`config.mk`:
```
export PLATFORM = sky130hd
export DESIGN_NAME = dmem_resp
export DESIGN_NICKNAME = d
export VERILOG_FILES = /design/src/rtl/dmem_resp.sv
export SDC_FILE = /design/constraint.sdc
export NUM_CORES = 2
export LEC_CHECK = 0
export ABC_AREA = 1
export CAP_MARGIN = 0
export CORE_ASPECT_RATIO = 0.7
export CORE_MARGIN = 10
export CORE_UTILIZATION = 30
export DETAILED_ROUTE_END_ITERATION = 12
export HOLD_SLACK_MARGIN = 0.08
export PLACE_DENSITY_LB_ADDON = 0.2
export SYNTH_ARGS = -nofsm -noshare
export SYNTH_HDL_FRONTEND = slang
export SYNTH_SLANG_ARGS = --single-unit
```
`constraint.sdc`:
```
create_clock -name clk -period 12.3 [get_ports clk]
set_input_delay 2.46 -clock clk [delete_from_list [all_inputs] [get_ports clk]]
set_output_delay 2.46 -clock clk [all_outputs]
set_load 0.005 [all_outputs]
```
`src/rtl/dmem_resp.sv`:
```
// Data-memory responder: clears its DEPTH x DW array after every reset, then serves
// zero-latency reads and edge-triggered writes with saturating access counters.
module dmem_resp #(
    parameter int DEPTH = 128,
    parameter int AW    = 7,
    parameter int DW    = 32,
    parameter int CW    = 16
) (
    input  logic          clk,
    input  logic          rst_n,
    input  logic          CEN,
    input  logic          WEN,
    input  logic          OEN,
    input  logic [AW-1:0] A,
    input  logic [DW-1:0] Data2Mem,
    output logic [DW-1:0] ReadDataMem,
    output logic          ready,
    output logic [CW-1:0] rd_cnt,
    output logic [CW-1:0] wr_cnt,
    output logic          err
);

    typedef enum logic {CLEAR, SERVE} state_t;

    state_t        state;
    state_t        state_next;
    logic [AW-1:0] clr_ptr;
    logic [DW-1:0] mem [DEPTH];
    logic          clr_last;
    logic          rd_acc;
    logic          wr_acc;
    logic          err_set;

    function automatic logic [CW-1:0] sat_inc(input logic [CW-1:0] cnt);
        return (cnt == {CW{1'b1}}) ? cnt : cnt + CW'(1);
    endfunction

    always_comb begin
        state_next = state;
        clr_last   = (state == CLEAR) && (clr_ptr == AW'(DEPTH - 1));
        ready      = (state == SERVE);
        rd_acc     = (state == SERVE) && !CEN && !OEN && WEN;
        wr_acc     = (state == SERVE) && !CEN && !WEN;
        // Write+output conflict is flagged in any state; any enabled access during CLEAR is too.
        err_set    = !CEN && ((!WEN && !OEN) || (state == CLEAR));
        if (clr_last)
            state_next = SERVE;
    end

    always_ff @(posedge clk or negedge rst_n) begin
        if (!rst_n) begin
            state   <= CLEAR;
            clr_ptr <= '0;
            rd_cnt  <= '0;
            wr_cnt  <= '0;
            err     <= 1'b0;
        end else begin
            state <= state_next;
            if (state == CLEAR)
                clr_ptr <= clr_ptr + AW'(1);
            if (rd_acc)
                rd_cnt <= sat_inc(rd_cnt);
            if (wr_acc)
                wr_cnt <= sat_inc(wr_cnt);
            if (err_set)
                err <= 1'b1;
        end
    end

    // Array has no reset of its own; the CLEAR sweep zeroes it after every reset.
    always_ff @(posedge clk) begin
        if (state == CLEAR)
            mem[clr_ptr] <= '0;
        else if (wr_acc)
            mem[A] <= Data2Mem;
    end

    assign ReadDataMem = rd_acc ? mem[A] : '0;

endmodule

```
* Yosys cells after proc, flatten, opt, wreduce, memory -nomap -nowiden
Memories as Yosys holds them, arrays and structs flattened.
Index checks and enable logic that the tools add are counted.
** Cells by class
- Bitwise gates (word level) :: 3
- Equality and inequality tests :: 3
- Multiplexer cells :: 8
- Reductions and logical operators :: 14
- $add $sub $neg :: 3
** Operators by type and width (number)
- two-way mux 32 bit :: 2
- adder 16 x 1 -> 16 bit, second input constant :: 2
- equality test 16 bit, second input constant :: 2
- OR reduction 32 bit :: 1
- adder 7 x 1 -> 7 bit, second input constant :: 1
- equality test 7 bit, second input constant :: 1
- logical AND 1 bit :: 7
- two-way mux 7 bit :: 1
- two-way mux 1 bit :: 5
- AND reduction 2 bit :: 2
- logical NOT 1 bit :: 3
- NOT 1 bit :: 3
- logical OR 1 bit :: 1
** Word-level totals
- Memories :: 1
- RAM bits :: 4096
- Register bits :: 41
- Output and inout bits :: 66
- Word-level logic and storage cells :: 37
** Memory list
- mem :: words 128, bits a word 32, read ports 1, clocked after Yosys merged registers in 0, write ports 1, RTL line 28 : logic [DW-1:0] mem [DEPTH];

* Logic depth before layout (Yosys ltp)
- Word-level depth :: 8
- Gate-level depth with buffers :: 15

* Least setup slack after synthesis
No wires, ideal clock.
- Path kind :: input port to flip-flop
- From :: in CEN
- To :: mem mem[0][10], data pin
- Path buffers :: 2
- Cell stages on the path :: 7
- Path slack :: 5.299 ns
- Data arrival time :: 6.204 ns
- Cells stage by stage :: inv_1 -> nand2_2 -> nor2_4 -> inv_4 -> buf_2 -> clkbuf_1 -> nor2_1
** On the way
- Word-level cells in the longest chain between the ends :: 8
** RTL lines
- start: declaration :: RTL line 11 : input logic CEN,
- logical NOT 1 bit :: RTL line 43 : wr_acc = (state == SERVE) && !CEN && !WEN;
- logical AND 1 bit (2 in series) :: RTL line 43
- two-way mux 1 bit :: RTL line 74 : else if (wr_acc)
- two-way mux 1 bit :: RTL line 72 : if (state == CLEAR)
- two-way mux 1 bit (implied by the code) :: RTL line 75 : mem[A] <= Data2Mem;
- OR reduction 32 bit (no line)
- two-way mux 32 bit (no line)
- end: declaration :: RTL line 28
No other way between the ends.

* Final worst setup path
- From :: in A[0]
- To :: out ReadDataMem[1]
** On the way
- Word-level cells in the longest chain between the ends :: 2
** RTL lines
- start: declaration :: RTL line 14 : input logic [AW-1:0] A,
- memory (128 x 32 bit)
- two-way mux 32 bit :: RTL line 78 : assign ReadDataMem = rd_acc ? mem[A] : '0;
- end: declaration :: RTL line 16 : output logic [DW-1:0] ReadDataMem,
No other way between the ends.

==> results.cfg <==
[outcome]
status = finished with violations
failed_checks = max-slew violations

[power_and_ir_drop]
p_leak_uw = 0.0630
p_per_area_mw_per_mm2 = 155
internal_power_uw = 22700
peakVddDrop_v = 0.000110
p_seq_share_pct = 51.6
comb_power_share_pct = 5.7
p_sw_share_pct = 23.3
clkPwrFrac_pct = 42.8
p_switching_uw = 6880

[yosys]
net_count_after_synthesis = 13897
largest_family_of_logic_cells_by_synthesized_area = simple AND/OR/NAND/NOR gates
post_synth.cell_area_avg_um2 = 12.0
area_fraction_in_compound_gates_after_synthesis_pct = 0.0745
post_synth_instance_area_mm2 = 0.166
synthSimpleGateAreaFrac_pct = 22.6
synth_cell_type_count = 30
synth_xor_xnor_area_share_pct = 0.184
synth_seq_area_share_pct = 74.5
post_synth_inst_count = 13850
yosys_warnings = 0
yosys_register_bits = 4137
yosys-mux-area-fraction_pct = 0
synth_fa_ha_area_share_pct = 0.0226

[grt]
use_met2_pct = 26.0
gr-usage-met3_pct = 3.37
antenna_found_initial = 42
global_route.usage.total_pct = 18.7
grt-ovfl-total = 0
grt_use_met1_pct = 29.8
first_pass_grt_wire_length_um = 802000
grt_pass1_vias = 100509
grt_start_max_net_pins = 185
grt_most_used_layer = met1

[sta]
tightest_slew_ns = 1.50
grt_setup_unrepaired = false
period_share_pct = 82.1
finalMaxSlewViolations = 8
timing_hold_violations_final = 0
holdWs_ns = 0.471
final.setup.tns_ns = 0
fin_skew_ns = 0.0520
min_period_ns = 10.10
slew-limit-headroom_pct = -0.194
setup_viol = 0
fmaxAchievable_ghz = 0.0990

[cts]
clk_pin_slew_ns = 0.06
clock-sinks = 4137
clockRootBuffer = clkbuf_16
clock_path_buffers = 4
clk_latency_ns = 1.01
cts.repair.resized = 0
post_cts.repair.setup_buffers = 0
cts_hold_buffers = 0
tritoncts = built
ctsHtreeMaxLevel = 5
numCtsBuffers = 417

[setup_path]
path_cells = buf_16, inv_8, buf_4, nand2_1, nand3_1, nand3_1, nand3_1, nand3_1, nand2_1, nand2_1, nand2_1, nor2_1, nor2_1, clkdlybuf4s50_1
worstPathBufferInverterCount = 4
launch_instance_of_the_worst_register_to_register_path = ready$_DFFE_PN0P_
cp-start-kind = input port
r2r_cells = 9
cp.required_ns = 9.84
worstReg2RegEnd = mem[49][16]$_DFFE_PP_
path_delay_family = simple AND/OR/NAND/NOR gates
cp_slowest_stage_delay_ns = 0.92
cp.arrival_ns = 7.64
setup.reg_to_reg.worst_slack_ns = 7.50
crit_path_top_delay_cell = nor2_1
critPathMaxFanout = 77
path_class = input port to primary output
critPathCaptureType = primary output

[routing]
wirelength_um = 572000
detail_route.wl_per_cell_um = 26.6
ant_nets = 0
routed-via-count = 108292
drt_first_pass_iters = 6
drtIter0Drc = 13866
drcViolationCount = 0
drt-vias-per-instance = 5.04

[place]
place_congestion = 0.796
dp_hpwl_um = 300000
port_buffers = 109

[floorplan]
height_of_the_die_um = 643
die-area_mm2 = 0.585
die-width_um = 910
floorplan.initialDensity_pct = 30.2
rows = 228
io_pins = 110
placeableCoreArea_mm2 = 0.552

[layout]
mostFrequentLayoutCell = nand2_1
drive_above_1_share_pct = 7.90
num-nets-final = 13835
area.growth.synth_to_final_pct = 14.3
layout_common_cells = 4475 x nand2_1, 4096 x edfxtp_1, 3886 x nand3_1, 424 x clkbuf_16, 274 x buf_4

[worst_hold_path]
min_from = err$_DFFE_PN0P_
worst_hold_path_type = flip-flop to flip-flop
min_delay_worst_endpoint = err$_DFFE_PN0P_
whs_path_depth = 1

[flow_run]
drv_cap = 0
synthesized netlist by cell type:
cell         n  area (um2)
or2_2        1        6.26
nand3_1   3886       19400
nor2_2       4        25.0
nand2_1   4483       16800
nand4_1      5        31.3
nand2_2     14        87.6
inv_1       74         278
dfrtp_1     41        1030
buf_1      101         379
o21ai_2      3        26.3
xor2_1      21         184
clkinv_1     1        3.75
buf_2      430        2150
nor2_4       5        56.3
inv_4        1        6.26
xnor2_1     14         123
clkbuf_1   372        1400
nor3_1      16        80.1
nor4_1       3        18.8
inv_2        6        22.5
a21o_1       1        7.51
edfxtp_1  4096      123000
o21ai_0      5        25.0
nor3b_4      1        18.8
ha_1         3        37.5
nand3_2      1        10.0
nor3_2       2        20.0
nor2_1     243         912
o21ai_4      4        65.1
buf_4       13        97.6
worst max-delay path by stage:
stage,startpoint,end,cells after the start
after floorplan,CEN,mem[0][10]$_DFFE_PP_,7
after global placement,A[0],ReadDataMem[3],14
after detailed placement,A[0],ReadDataMem[3],14
after CTS,A[0],ReadDataMem[3],14
after global routing,A[0],ReadDataMem[1],14
final,A[0],ReadDataMem[1],14
power by group through the flow:
stage	Clock [uW]	Combinational, uW	Sequential (uW)
after floorplan	0	985	15500
after global placement	0	1650	15500
after detailed placement	0	1650	15500
after CTS	12900	1660	15200
after global routing	13400	1820	15200
final	12600	1670	15200
metrics by stage:
step	worst slack, ns	power [uW]	util [%]	cell area (um2)	std cells
after floorplan	5.30	16500	-	166000	13850
after global placement	2.29	17200	32.1	177000	20729
after detailed placement	2.33	17200	32.1	177000	20729
after CTS	2.33	29800	34.5	190000	21483
after global routing	2.19	30500	34.5	190000	21484
final	2.20	29600	34.5	190000	21499
worst register-to-register path, delay by kind of cell (launching register included):
family	cells	cell delay (ns)
AO/OA/AOI/OAI	1	0.41
flip-flops	1	0.63
buffers and inverters	3	1.21
AND/OR/NAND/NOR	5	2.13
cell families (layout without fill, tap and decap cells):
group / count (synthesis) / count (layout)
simple gates: 8664 / 8664
flops: 4137 / 4137
buf+inv: 998 / 1271
xor+xnor: 35 / 35
compound gates: 13 / 13
fa+ha+maj: 3 / 3
other cells: 0 / 16
area by class of cell:
cell class	count	area, um2
repair buffers	435	4210
multi-input cells	8715	39200
fillers	54460	362000
flip-flops and latches	4137	124000
clock buffers	516	11000
well taps	7360	9210
diodes	16	40.0
inverters	82	345
clock inverters	238	2130
registers in the layout, indices dropped and copies added, names as in the netlist:
signal and flops:
err 1, mem 4096, clr_ptr 7, ready 1, rd_cnt 16, wr_cnt 16
layer usage:
layer  up-vias  part of all wire, %  wire length, um
met5         -               0.0026               15
met4         2                  2.4            13600
met3       623                  8.1            46100
met2      3980                   41           234000
met1     54564                   49           278000
li1      49123                    -                -
No activity file was read; power rests on OpenSTA's default activity.
